--- config.mk ---
export PLATFORM = sky130hd
export DESIGN_NAME = mips_cpu_control_fsm_flat
export DESIGN_NICKNAME = d
export VERILOG_FILES = /design/src/rtl/mips_cpu_pkg.sv /design/src/rtl/mips_cpu_control_fsm_if.sv /design/src/rtl/mips_cpu_instr_class.sv /design/src/rtl/mips_cpu_control_fsm.sv /design/src/flat_wrapper.sv
export SDC_FILE = /design/constraint.sdc
export NUM_CORES = 1
export LEC_CHECK = 0
export ABC_AREA = 0
export CORE_ASPECT_RATIO = 1.4
export CORE_MARGIN = 2
export CORE_UTILIZATION = 47
export CTS_CLUSTER_SIZE = 14
export DETAILED_ROUTE_END_ITERATION = 7
export GPL_TIMING_DRIVEN = 1
export HOLD_SLACK_MARGIN = 0.03
export PLACE_DENSITY_LB_ADDON = 0.12
export SLEW_MARGIN = 20
export SYNTH_ARGS = -nofsm -noshare
export SYNTH_HDL_FRONTEND = slang
export SYNTH_HIERARCHICAL = 1
export SYNTH_SLANG_ARGS = --single-unit
--- constraint.sdc ---
create_clock -name clk -period 11.7 [get_ports clk]
set_clock_uncertainty 0.05 [all_clocks]
set_input_delay 2.34 -clock clk [delete_from_list [all_inputs] [get_ports clk]]
set_output_delay 2.34 -clock clk [all_outputs]
set_load 0.005 [all_outputs]
--- src/rtl/mips_cpu_pkg.sv ---
// Shared types for the MIPS multi-cycle control path.
// Opcode/funct/rt tables, FSM states, PC source and instruction class.
package mips_cpu_pkg;

  typedef enum logic [5:0] {
    OP_SPECIAL = 6'h00, OP_REGIMM = 6'h01,
    OP_J       = 6'h02, OP_JAL    = 6'h03,
    OP_BEQ     = 6'h04, OP_BNE    = 6'h05,
    OP_BLEZ    = 6'h06, OP_BGTZ   = 6'h07,
    OP_ADDI    = 6'h08, OP_ADDIU  = 6'h09,
    OP_SLTI    = 6'h0A, OP_SLTIU  = 6'h0B,
    OP_ANDI    = 6'h0C, OP_ORI    = 6'h0D,
    OP_XORI    = 6'h0E, OP_LUI    = 6'h0F,
    OP_LB      = 6'h20, OP_LH     = 6'h21,
    OP_LWL     = 6'h22, OP_LW     = 6'h23,
    OP_LBU     = 6'h24, OP_LHU    = 6'h25,
    OP_LWR     = 6'h26, OP_SB     = 6'h28,
    OP_SH      = 6'h29, OP_SW     = 6'h2B
  } op_t;

  typedef enum logic [5:0] {
    F_SLL   = 6'h00, F_SRL   = 6'h02,
    F_SRA   = 6'h03, F_SLLV  = 6'h04,
    F_SRLV  = 6'h06, F_SRAV  = 6'h07,
    F_JR    = 6'h08, F_JALR  = 6'h09,
    F_MFHI  = 6'h10, F_MTHI  = 6'h11,
    F_MFLO  = 6'h12, F_MTLO  = 6'h13,
    F_MULT  = 6'h18, F_MULTU = 6'h19,
    F_DIV   = 6'h1A, F_DIVU  = 6'h1B,
    F_ADD   = 6'h20, F_ADDU  = 6'h21,
    F_SUB   = 6'h22, F_SUBU  = 6'h23,
    F_AND   = 6'h24, F_OR    = 6'h25,
    F_XOR   = 6'h26, F_NOR   = 6'h27,
    F_SLT   = 6'h2A, F_SLTU  = 6'h2B
  } funct_t;

  typedef enum logic [4:0] {
    RT_BLTZ   = 5'h00, RT_BGEZ   = 5'h01,
    RT_BLTZAL = 5'h10, RT_BGEZAL = 5'h11
  } rt_t;

  typedef enum logic [2:0] {
    S_FETCH  = 3'd0, S_EXEC = 3'd1,
    S_MEM    = 3'd2, S_WB   = 3'd3,
    S_MULDIV = 3'd4, S_HALT = 3'd5
  } state_t;

  typedef enum logic [1:0] {
    PC_SEQ    = 2'd0, PC_BRANCH = 2'd1,
    PC_JIMM   = 2'd2, PC_REG    = 2'd3
  } pc_src_t;

  typedef enum logic [3:0] {
    CLS_ALU, CLS_LOAD, CLS_STORE,
    CLS_BRANCH, CLS_JUMP, CLS_JUMPREG,
    CLS_MULDIV, CLS_HILO_MT, CLS_HILO_MF,
    CLS_ILLEGAL
  } cls_t;

  function automatic logic is_redirect(cls_t c);
    return c inside {CLS_BRANCH, CLS_JUMP, CLS_JUMPREG};
  endfunction

endpackage

--- src/rtl/mips_cpu_control_fsm_if.sv ---
// Controller <-> datapath/memory signal bundle.
// master = control FSM, slave = datapath and memory side.
interface mips_cpu_control_fsm_if;
  import mips_cpu_pkg::*;

  logic [31:0] instr;
  logic        alu_cond;
  logic        jump_target_zero;
  logic        mem_waitrequest;
  logic        active;
  state_t      state;
  logic        mem_read;
  logic        mem_write;
  logic        mem_addr_sel;
  logic        ir_en;
  logic        pc_en;
  pc_src_t     pc_src;
  logic        target_capture;
  logic        reg_write;
  logic        hilo_write;
  logic        muldiv_start;
  logic        stall;
  logic        illegal;

  modport master (
    input  instr, alu_cond, jump_target_zero,
    input  mem_waitrequest,
    output active, state, mem_read, mem_write,
    output mem_addr_sel, ir_en, pc_en, pc_src,
    output target_capture, reg_write, hilo_write,
    output muldiv_start, stall, illegal
  );

  modport slave (
    output instr, alu_cond, jump_target_zero,
    output mem_waitrequest,
    input  active, state, mem_read, mem_write,
    input  mem_addr_sel, ir_en, pc_en, pc_src,
    input  target_capture, reg_write, hilo_write,
    input  muldiv_start, stall, illegal
  );

endinterface

--- src/rtl/mips_cpu_instr_class.sv ---
// Combinational instruction classifier.
// Maps the IR word to a control class, a link flag and a divide flag.
module mips_cpu_instr_class
  import mips_cpu_pkg::*;
(
  input  logic [31:0] instr_i,
  output cls_t        cls_o,
  output logic        link_o,
  output logic        is_div_o
);

  op_t    op;
  funct_t fn;
  rt_t    rt;
  logic   unused_fields;

  assign op = op_t'(instr_i[31:26]);
  assign fn = funct_t'(instr_i[5:0]);
  assign rt = rt_t'(instr_i[20:16]);
  assign unused_fields = ^{instr_i[25:21], instr_i[15:6]};

  // Decode opcode, then funct or rt where the opcode defers to them.
  always_comb begin
    cls_o    = CLS_ILLEGAL;
    link_o   = 1'b0;
    is_div_o = 1'b0;
    unique case (op)
      OP_SPECIAL: begin
        unique case (fn)
          F_SLL, F_SRL, F_SRA, F_SLLV, F_SRLV, F_SRAV,
          F_ADD, F_ADDU, F_SUB, F_SUBU, F_AND, F_OR,
          F_XOR, F_NOR, F_SLT, F_SLTU:
            cls_o = CLS_ALU;
          F_JR:
            cls_o = CLS_JUMPREG;
          F_JALR: begin
            cls_o  = CLS_JUMPREG;
            link_o = 1'b1;
          end
          F_MFHI, F_MFLO:
            cls_o = CLS_HILO_MF;
          F_MTHI, F_MTLO:
            cls_o = CLS_HILO_MT;
          F_MULT, F_MULTU:
            cls_o = CLS_MULDIV;
          F_DIV, F_DIVU: begin
            cls_o    = CLS_MULDIV;
            is_div_o = 1'b1;
          end
          default:
            cls_o = CLS_ILLEGAL;
        endcase
      end
      OP_REGIMM: begin
        unique case (rt)
          RT_BLTZ, RT_BGEZ:
            cls_o = CLS_BRANCH;
          RT_BLTZAL, RT_BGEZAL: begin
            cls_o  = CLS_BRANCH;
            link_o = 1'b1;
          end
          default:
            cls_o = CLS_ILLEGAL;
        endcase
      end
      OP_J:
        cls_o = CLS_JUMP;
      OP_JAL: begin
        cls_o  = CLS_JUMP;
        link_o = 1'b1;
      end
      OP_BEQ, OP_BNE, OP_BLEZ, OP_BGTZ:
        cls_o = CLS_BRANCH;
      OP_ADDI, OP_ADDIU, OP_SLTI, OP_SLTIU,
      OP_ANDI, OP_ORI, OP_XORI, OP_LUI:
        cls_o = CLS_ALU;
      OP_LB, OP_LH, OP_LWL, OP_LW,
      OP_LBU, OP_LHU, OP_LWR:
        cls_o = CLS_LOAD;
      OP_SB, OP_SH, OP_SW:
        cls_o = CLS_STORE;
      default:
        cls_o = CLS_ILLEGAL;
    endcase
  end

endmodule

--- src/rtl/mips_cpu_control_fsm.sv ---
// Multi-cycle control sequencer: fetch/exec/mem/wb/muldiv/halt.
// Tracks a pending redirect so it lands after the delay slot.
module mips_cpu_control_fsm
  import mips_cpu_pkg::*;
#(
  parameter int MUL_CYCLES     = 4,
  parameter int DIV_CYCLES     = 33,
  parameter bit HAS_DELAY_SLOT = 1'b1,
  parameter int CNT_W          = $clog2(DIV_CYCLES + 1)
) (
  input logic                    clk,
  input logic                    reset,
  mips_cpu_control_fsm_if.master bus
);

  localparam logic [CNT_W-1:0] MUL_LD = CNT_W'(MUL_CYCLES - 1);
  localparam logic [CNT_W-1:0] DIV_LD = CNT_W'(DIV_CYCLES - 1);

  state_t           state_q, state_d;
  logic             pend_q, pend_d;
  pc_src_t          kind_q, kind_d;
  logic             halt_q, halt_d;
  logic [CNT_W-1:0] cnt_q, cnt_d;

  cls_t    cls;
  logic    link;
  logic    is_div;
  logic    in_slot;
  logic    done;
  logic    redir;
  pc_src_t rkind;
  logic    rhalt;

  logic    mem_read, mem_write, mem_addr_sel;
  logic    ir_en, pc_en, target_capture;
  logic    reg_write, hilo_write;
  logic    muldiv_start, stall, illegal;
  pc_src_t pc_src;

  mips_cpu_instr_class u_class (
    .instr_i  (bus.instr),
    .cls_o    (cls),
    .link_o   (link),
    .is_div_o (is_div)
  );

  // Only meaningful when redirects wait one instruction.
  assign in_slot = HAS_DELAY_SLOT && pend_q;

  // State, pending redirect and stall counter registers.
  always_ff @(posedge clk or posedge reset) begin
    if (reset) begin
      state_q <= S_FETCH;
      pend_q  <= 1'b0;
      kind_q  <= PC_SEQ;
      halt_q  <= 1'b0;
      cnt_q   <= '0;
    end else begin
      state_q <= state_d;
      pend_q  <= pend_d;
      kind_q  <= kind_d;
      halt_q  <= halt_d;
      cnt_q   <= cnt_d;
    end
  end

  // Next state and per-state strobes; strobes held low in reset.
  always_comb begin
    state_d        = state_q;
    pend_d         = pend_q;
    kind_d         = kind_q;
    halt_d         = halt_q;
    cnt_d          = cnt_q;
    done           = 1'b0;
    redir          = 1'b0;
    rkind          = PC_SEQ;
    rhalt          = 1'b0;
    mem_read       = 1'b0;
    mem_write      = 1'b0;
    mem_addr_sel   = 1'b0;
    ir_en          = 1'b0;
    pc_en          = 1'b0;
    pc_src         = PC_SEQ;
    target_capture = 1'b0;
    reg_write      = 1'b0;
    hilo_write     = 1'b0;
    muldiv_start   = 1'b0;
    stall          = 1'b0;
    illegal        = 1'b0;
    if (!reset) begin
      unique case (state_q)
        S_FETCH: begin
          mem_read = 1'b1;
          if (!bus.mem_waitrequest) begin
            ir_en   = 1'b1;
            state_d = S_EXEC;
          end
        end
        S_EXEC: begin
          unique case (cls)
            CLS_ALU, CLS_HILO_MF: begin
              reg_write = 1'b1;
              done      = 1'b1;
            end
            CLS_LOAD, CLS_STORE:
              state_d = S_MEM;
            CLS_HILO_MT: begin
              hilo_write = 1'b1;
              done       = 1'b1;
            end
            CLS_MULDIV: begin
              muldiv_start = 1'b1;
              cnt_d        = is_div ? DIV_LD : MUL_LD;
              state_d      = S_MULDIV;
            end
            CLS_BRANCH: begin
              reg_write = link;
              redir     = bus.alu_cond;
              rkind     = PC_BRANCH;
              done      = 1'b1;
            end
            CLS_JUMP: begin
              reg_write = link;
              redir     = 1'b1;
              rkind     = PC_JIMM;
              done      = 1'b1;
            end
            CLS_JUMPREG: begin
              reg_write = link;
              redir     = 1'b1;
              rkind     = PC_REG;
              rhalt     = bus.jump_target_zero;
              done      = 1'b1;
            end
            default: begin
              illegal = 1'b1;
              done    = 1'b1;
            end
          endcase
          // A redirect in a delay slot is dropped; the first one wins.
          if (in_slot && is_redirect(cls)) begin
            illegal = 1'b1;
            redir   = 1'b0;
            rhalt   = 1'b0;
          end
          target_capture = redir;
        end
        S_MEM: begin
          mem_addr_sel = 1'b1;
          mem_read     = (cls == CLS_LOAD);
          mem_write    = (cls == CLS_STORE);
          if (!bus.mem_waitrequest) begin
            if (cls == CLS_LOAD) state_d = S_WB;
            else done = 1'b1;
          end
        end
        S_WB: begin
          reg_write = 1'b1;
          done      = 1'b1;
        end
        S_MULDIV: begin
          stall = 1'b1;
          if (cnt_q == '0) begin
            hilo_write = 1'b1;
            done       = 1'b1;
          end else begin
            cnt_d = cnt_q - 1'b1;
          end
        end
        S_HALT: begin
          state_d = S_HALT;
        end
        default: begin
          state_d = S_FETCH;
        end
      endcase

      if (done) begin
        pc_en   = 1'b1;
        state_d = S_FETCH;
        if (HAS_DELAY_SLOT) begin
          if (pend_q) begin
            pc_src = kind_q;
            pend_d = 1'b0;
            halt_d = 1'b0;
            if (halt_q) state_d = S_HALT;
          end
          if (redir) begin
            pend_d = 1'b1;
            kind_d = rkind;
            halt_d = rhalt;
          end
        end else if (redir) begin
          pc_src = rkind;
          if (rhalt) state_d = S_HALT;
        end
      end
    end
  end

  assign bus.active         = (state_q != S_HALT);
  assign bus.state          = state_q;
  assign bus.mem_read       = mem_read;
  assign bus.mem_write      = mem_write;
  assign bus.mem_addr_sel   = mem_addr_sel;
  assign bus.ir_en          = ir_en;
  assign bus.pc_en          = pc_en;
  assign bus.pc_src         = pc_src;
  assign bus.target_capture = target_capture;
  assign bus.reg_write      = reg_write;
  assign bus.hilo_write     = hilo_write;
  assign bus.muldiv_start   = muldiv_start;
  assign bus.stall          = stall;
  assign bus.illegal        = illegal;

endmodule
--- src/flat_wrapper.sv ---
// flat-port wrapper written by rule: the top's interface ports become plain ports
module mips_cpu_control_fsm_flat import mips_cpu_pkg::*;
#(
  parameter int MUL_CYCLES     = 4,
  parameter int DIV_CYCLES     = 33,
  parameter bit HAS_DELAY_SLOT = 1'b1,
  parameter int CNT_W          = $clog2(DIV_CYCLES + 1)
)
  (clk, reset, bus_instr, bus_alu_cond, bus_jump_target_zero, bus_mem_waitrequest, bus_active, bus_state, bus_mem_read, bus_mem_write, bus_mem_addr_sel, bus_ir_en, bus_pc_en, bus_pc_src, bus_target_capture, bus_reg_write, bus_hilo_write, bus_muldiv_start, bus_stall, bus_illegal);
  mips_cpu_control_fsm_if bus_i ();
  input logic clk;
  input logic reset;
  input wire logic [$bits(bus_i.instr)-1:0] bus_instr;
  input wire logic [$bits(bus_i.alu_cond)-1:0] bus_alu_cond;
  input wire logic [$bits(bus_i.jump_target_zero)-1:0] bus_jump_target_zero;
  input wire logic [$bits(bus_i.mem_waitrequest)-1:0] bus_mem_waitrequest;
  output wire logic [$bits(bus_i.active)-1:0] bus_active;
  output wire logic [$bits(bus_i.state)-1:0] bus_state;
  output wire logic [$bits(bus_i.mem_read)-1:0] bus_mem_read;
  output wire logic [$bits(bus_i.mem_write)-1:0] bus_mem_write;
  output wire logic [$bits(bus_i.mem_addr_sel)-1:0] bus_mem_addr_sel;
  output wire logic [$bits(bus_i.ir_en)-1:0] bus_ir_en;
  output wire logic [$bits(bus_i.pc_en)-1:0] bus_pc_en;
  output wire logic [$bits(bus_i.pc_src)-1:0] bus_pc_src;
  output wire logic [$bits(bus_i.target_capture)-1:0] bus_target_capture;
  output wire logic [$bits(bus_i.reg_write)-1:0] bus_reg_write;
  output wire logic [$bits(bus_i.hilo_write)-1:0] bus_hilo_write;
  output wire logic [$bits(bus_i.muldiv_start)-1:0] bus_muldiv_start;
  output wire logic [$bits(bus_i.stall)-1:0] bus_stall;
  output wire logic [$bits(bus_i.illegal)-1:0] bus_illegal;
  assign bus_i.instr = bus_instr;
  assign bus_i.alu_cond = bus_alu_cond;
  assign bus_i.jump_target_zero = bus_jump_target_zero;
  assign bus_i.mem_waitrequest = bus_mem_waitrequest;
  assign bus_active = bus_i.active;
  assign bus_state = bus_i.state;
  assign bus_mem_read = bus_i.mem_read;
  assign bus_mem_write = bus_i.mem_write;
  assign bus_mem_addr_sel = bus_i.mem_addr_sel;
  assign bus_ir_en = bus_i.ir_en;
  assign bus_pc_en = bus_i.pc_en;
  assign bus_pc_src = bus_i.pc_src;
  assign bus_target_capture = bus_i.target_capture;
  assign bus_reg_write = bus_i.reg_write;
  assign bus_hilo_write = bus_i.hilo_write;
  assign bus_muldiv_start = bus_i.muldiv_start;
  assign bus_stall = bus_i.stall;
  assign bus_illegal = bus_i.illegal;
  mips_cpu_control_fsm #(.MUL_CYCLES(MUL_CYCLES), .DIV_CYCLES(DIV_CYCLES), .HAS_DELAY_SLOT(HAS_DELAY_SLOT), .CNT_W(CNT_W)) u_core (.clk(clk), .reset(reset), .bus(bus_i));
endmodule
# Yosys cells after proc, flatten, opt, wreduce, memory -nomap -nowiden
# Index checks and enable logic that the tools add are counted.
dict set report classes {
  n_addsub 1
  mul 0
  div_mod_pow 0
  magnitude_cmp 0
  n_eq_ne 74
  shift 0
  muxes 68
  n_bitwise 1
  n_reduce_logical 35
}
# operator count
set op_table {}
lappend op_table {{6-bit equality test (second input constant)} 20}
lappend op_table {{6-bit by 4-bit equality test with 1-bit output (second input constant)} 10}
lappend op_table {{6-bit by 5-bit equality test with 1-bit output (second input constant)} 8}
lappend op_table {{6-bit by 3-bit equality test with 1-bit output (second input constant)} 7}
lappend op_table {{1-bit two-way mux} 41}
lappend op_table {{4-bit one-hot mux with 7 select lines} 1}
lappend op_table {{6-bit by 2-bit equality test with 1-bit output (second input constant)} 4}
lappend op_table {{4-bit one-hot mux with 5 select lines} 1}
lappend op_table {{2-bit OR reduction} 10}
lappend op_table {{6-bit zero test} 3}
lappend op_table {{3-bit two-way mux} 6}
lappend op_table {{6-bit two-way mux} 3}
lappend op_table {{4-bit by 3-bit equality test with 1-bit output (second input constant)} 4}
lappend op_table {{16-bit OR reduction} 1}
lappend op_table {{3-bit one-hot mux with 5 select lines} 1}
lappend op_table {{6-bit one-hot mux with 2 select lines} 1}
lappend op_table {{4-bit OR reduction} 3}
lappend op_table {{5-bit equality test (second input constant)} 2}
lappend op_table {{1-bit one-hot mux with 2 select lines} 5}
lappend op_table {{3-bit OR reduction} 3}
lappend op_table {{9-bit OR reduction} 1}
lappend op_table {{4-bit by 2-bit equality test with 1-bit output (second input constant)} 2}
lappend op_table {{2-bit two-way mux} 4}
lappend op_table {{8-bit OR reduction} 1}
lappend op_table {{31 further kinds} 37}
dict set report totals {
  ff_bits 13
  latchBits 0
  ramBits 0
  rom_bits 0
  in_bits 37
  word_cells 184
  n_memories 0
}

# Depth between registers and ports, before layout
dict set report depth {
  depth_word 12
  depth_mapped 12
}

# Hierarchy
# Netlist, hierarchy kept.
# mod n_inst cells_each area_per_inst_um2 seq_area_each_um2
set modules_own_cells {}
lappend modules_own_cells {mips_cpu_control_fsm 1 133 1039.7 325.3}
lappend modules_own_cells {mips_cpu_instr_class 1 53 319.1 0.0}

# Worst setup path before layout
# OpenSTA, ideal clock, no wires.
dict set report synth_timing {
  path_type {input -> output}
  startpoint {input port bus_instr[31]}
  endpoint {output port bus_pc_src[0]}
  t_arrival_ns 4.667
  setup_slack_ns 4.643
  stages 10
  cell_sequence {or4_4 > nor3_4 > o21ai_1 > o211ai_1 > or4b_4 > nand3_1 > a21oi_2 > nor2_1 > nor2_2 > and3_1}
}
dict set report synth_between {
  elab_chain_cells 10
  word_cells_on_any_way 43
  classes_between {eq/ne (28); mux (8); reduce/logical (7)}
}
# element line
set synth_rtl {}
lappend synth_rtl {{start, declared} flat_wrapper.sv:13} ;# input wire logic [$bits(bus_i.instr)-1:0] bus_instr;
lappend synth_rtl {{6-bit by 4-bit equality test with 1-bit output (tied with other cells)} mips_cpu_instr_class.sv:27} ;# unique case (op)
lappend synth_rtl {{8-bit OR reduction (tied with other cells)} mips_cpu_instr_class.sv:27}
lappend synth_rtl {{4-bit one-hot mux with 7 select lines (*)} mips_cpu_instr_class.sv:27}
lappend synth_rtl {{named net u_core.cls[0]} mips_cpu_control_fsm.sv:25} ;# cls_t cls;
lappend synth_rtl {{4-bit by 3-bit equality test with 1-bit output (tied with other cells)} mips_cpu_control_fsm.sv:100} ;# unique case (cls)
lappend synth_rtl {{3-bit OR reduction (no line) or 1-bit two-way mux (tied branches)} n/a}
lappend synth_rtl {{1-bit two-way mux (on tied branches)} {mips_cpu_control_fsm.sv:100, mips_cpu_control_fsm.sv:152}}
lappend synth_rtl {{1-bit one-hot mux with 4 select lines (*)} mips_cpu_control_fsm.sv:91} ;# unique case (state_q)
lappend synth_rtl {{1-bit two-way mux (*)} mips_cpu_control_fsm.sv:90} ;# if (!reset) begin
lappend synth_rtl {{2-bit two-way mux (*)} mips_cpu_control_fsm.sv:178} ;# if (done) begin
lappend synth_rtl {{2-bit two-way mux (*)} mips_cpu_control_fsm.sv:90}
lappend synth_rtl {{end, declared} flat_wrapper.sv:24} ;# output wire logic [$bits(bus_i.pc_src)-1:0] bus_pc_src;
# The timed path passes the listed nets; every way through them passes the cells marked *. The select of a mux whose other input is x is not followed.

# Worst setup path after layout
dict set report layout_timing {
  startpoint {input port bus_instr[31]}
  endpoint {output port bus_target_capture}
}
dict set report layout_between {
  elab_chain_cells 9
  word_cells_on_any_way 42
  classes_between {eq/ne (28); mux (5); reduce/logical (9)}
}
# element line
set layout_rtl {}
lappend layout_rtl {{6-bit by 4-bit equality test with 1-bit output (tied with other cells)} mips_cpu_instr_class.sv:27}
lappend layout_rtl {{8-bit OR reduction (tied with other cells)} mips_cpu_instr_class.sv:27}
lappend layout_rtl {{4-bit one-hot mux with 7 select lines (*)} mips_cpu_instr_class.sv:27}
lappend layout_rtl {{named net u_core.cls[0]} mips_cpu_control_fsm.sv:25}
lappend layout_rtl {{4-bit by 3-bit equality test with 1-bit output or 4-bit by 2-bit equality test with 1-bit output (tied branches)} {mips_cpu_pkg.sv:61, mips_cpu_control_fsm.sv:100}}
lappend layout_rtl {{2-bit OR reduction (no line) or 3-bit nonzero test (tied branches)} n/a}
lappend layout_rtl {{1-bit one-hot mux with 2 select lines or 1-bit logical AND (tied branches)} {mips_cpu_control_fsm.sv:100, mips_cpu_control_fsm.sv:141}}
lappend layout_rtl {{1-bit two-way mux (*)} mips_cpu_control_fsm.sv:141} ;# if (in_slot && is_redirect(cls)) begin
lappend layout_rtl {{1-bit two-way mux (*)} mips_cpu_control_fsm.sv:91}
lappend layout_rtl {{1-bit two-way mux (*)} mips_cpu_control_fsm.sv:90}
lappend layout_rtl {{end, declared} flat_wrapper.sv:25} ;# output wire logic [$bits(bus_i.target_capture)-1:0] bus_target_capture;
# The timed path passes the listed nets; every way through them passes the cells marked *.

==> impl_results.md <==
- Setup TNS: 0 ps
- Dominant cells by area after synthesis: dfrtp_1 (24%), nor2_1 (6.1%), a21oi_1 (5.2%), o21ai_0 (4.1%), nand2b_1 (3.7%)
- Hold_buf cts: 0
- PwrDens: 120 mW/mm²
- N_diodes: 0
- Worst Path Class, Setup: input pin to output port
- Vias in the first global route: 1512
- Slew headroom: 53.1%
- Synth top area share: 23.9%
- Number of gates resized after cts: 0
- Worst reg2reg startpoint: u_core/cnt_q[2]$_DFFE_PP0P_
- Max Root-Sink Buffers: 2
- Seq/Total Area, Yosys: 23.9%
- Die X: 49.4 µm
- # port buffers: 37
- Filler cells: 281
- Clock Latency Late Sink: 240 ps
- Netlist Area Pre-Place: 0.00136 mm²
- Final period util: 72.4%
- Largest net degree at the start of global routing: 17
- R2r worst-path depth: 5
- Die area: 0.00334 mm²
- Post-synthesis instance total: 186
- Final setup margin: 3230 ps
- Reg-to-reg slack, setup: 9500 ps
- First-pass GRT wire length: 6270 µm
- Critical Path Sink: bus_target_capture
- Number of vias per cell: 5.91
- RSZ-0062 raised after global routing: false
- Num CTS Buffers: 3
- Drt initial violations: 43
- Drt first pass iters: 4
- CP Data Arrival Time: 6080 ps
- Leak: 0.700 nW
- Routed Antenna Nets: 0
- Final nets: 260
- Max FO, Critical Path: 8
- Hold Fails Final Rpt: 0
- Pre-CTS setup slack: 3280 ps
- Ports: 54
- CP endpoint kind: output port
- Top_reg_cell synth: dfrtp_1
- Synth top cells by count: nor2_1 (22), a21oi_1 (14), dfrtp_1 (13), inv_1 (13), nand2_1 (13)
- DRC errors left: 0
- Clock-pin slew on the worst setup and hold paths: 60 ps
- Synth Register Bits: 13
- Most numerous cell in the Yosys netlist: nor2_1
- Share of async-settable or async-resettable flops after synthesis: 100%
- Post-route minimum period: 8470 ps
- WP data required: 9310 ps
- Slew Viols, Final: 0
- CP startpoint kind: input pin
- Root Driver: clkbuf_8
- Wire per inst: 14.5 µm
- Max_cap viols: 0
- Area Overhead vs Synth: 31.8%
- Die height: 67.6 µm
- Final wirelength: 3730 µm
- Worst vdd ir: 63.9 µV
- CP Launch Point: bus_instr[31]
- CORE AREA: 0.00282 mm²
- Total power: 0.215 mW
- Layout cells sized above 1: 6.82%
- Top cell type by total area after synthesis: dfrtp_1
- Post-detail-place hpwl: 3000 µm
- Initial antenna violation count: 0
- Initial Util: 48.2%
- Row count: 23
- Final setup vio count: 0
- R2R Path End: u_core/bus.state[2]$_DFFE_PP0P_
- Util after Layout: 63.5%
- Status: completed
- Worst-Margin Slew: 702 ps
- Synthesized area per cell: 7.31 µm²
- Hold/Removal Path Class: register to register
- Total setup buffers inserted after CTS: 0
- GRT Util Overall: 23.7%
- Via count: 1520
- Synth unique cells: 55
- Net Count, Synth: 225
- Clk sinks: 13
- CTS H-tree lvls: 1
- Post-synth EDFFs: 0
- Placed Cells: 253
- GPL Wtd Cong: 0.805
- Fin cells: 257
- Fmax: 118 MHz
- YS warnings: 6
- Gr ovfl total: 0
- CTS tree: done
- Worst Hold Launch: u_core/halt_q$_DFFE_PP0P_
[registers in the layout (all words and copies together) (netlist names)]
| register | cells |
|---|---|
| u_core/in_slot | 1 |
| u_core/kind_q | 2 |
| u_core/bus.state | 3 |
| u_core/cnt_q | 6 |
| u_core/halt_q | 1 |
[cells by family (layout without fill, tap and decap cells)]
| kind of cell | count (synthesis) | in the layout | share of synthesized area (%) |
|---|---|---|---|
| mux | 1 | 1 | 0.737 |
| simple gates | 89 | 89 | 37.7 |
| fa+ha+maj | 2 | 2 | 1.84 |
| xor+xnor | 3 | 3 | 1.93 |
| compound gates | 57 | 57 | 27.7 |
| buf+inv | 21 | 55 | 6.17 |
| flops | 13 | 13 | 23.9 |
[area by class of cell]
type                       instances  area, µm²  share of cell area (%)
multi-input combinational        152        950                    53.0
timing repair buffer              37        370                    20.7
sequential                        13        325                    18.2
inverter                          14       52.6                    2.94
tap                               37       46.3                    2.59
clock buffer                       3       41.3                    2.31
clock inverter                     1       5.00                   0.280
[power by group]
part	switching, mW	internal [mW]
clock	0.0154	0.0235
combinational	0.0483	0.0483
sequential	0.0218	0.0580
[placed cells by master, fill, tap and decap left out, types with 6 or more instances in the layout]
cell,Yosys,final
a21oi_1,14,14
clkdlybuf4s50_1,0,37
dfrtp_1,13,13
inv_1,13,13
nand2_1,13,13
nand2b_1,8,8
nand3_1,6,6
nor2_1,22,22
nor2b_1,8,8
nor3_1,7,7
o21ai_0,11,11
[through the flow]
| stage | hold slack (ps) | instance area (µm²) |
|---|---|---|
| after CTS | 454 | 1790 |
| after floorplan | 406 | 1360 |
| after global placement | 425 | 1740 |
| final | 450 | 1790 |
| after detailed placement | 439 | 1740 |
| after global routing | 506 | 1790 |
[metal layers]
| metal | vias to the layer above | global-route usage [%] | part of all wire [%] |
|---|---|---|---|
| met3 | 8 | 1.55 | 2.8 |
| met2 | 32 | 49.2 | 56 |
| met5 | - | 0 | 0 |
| met1 | 728 | 23.9 | 39 |
| met4 | 0 | 10.8 | 2.4 |
| li1 | 752 | - | - |
[how the worst min path moves through the flow]
| stage | end | depth (start not counted) |
|---|---|---|
| finish | u_core/halt_q$_DFFE_PP0P_ | 2 |
| global placement | u_core/halt_q$_DFFE_PP0P_ | 2 |
| detailed placement | u_core/halt_q$_DFFE_PP0P_ | 2 |
| global route | u_core/cnt_q[5]$_DFFE_PP0P_ | 1 |
| CTS | u_core/halt_q$_DFFE_PP0P_ | 2 |
| floorplan | u_core/halt_q$_DFFE_PP0P_ | 2 |
[critical path, stage by stage]
cell,delay (ps)
clkdlybuf4s50_1,500
or4_4,620
nor3_4,170
o21ai_1,120
o211ai_1,500
nor2b_1,300
nand3_1,100
a21oi_1,190
nor3b_1,610
clkdlybuf4s50_1,630
Power figures use the tool's default switching activity.
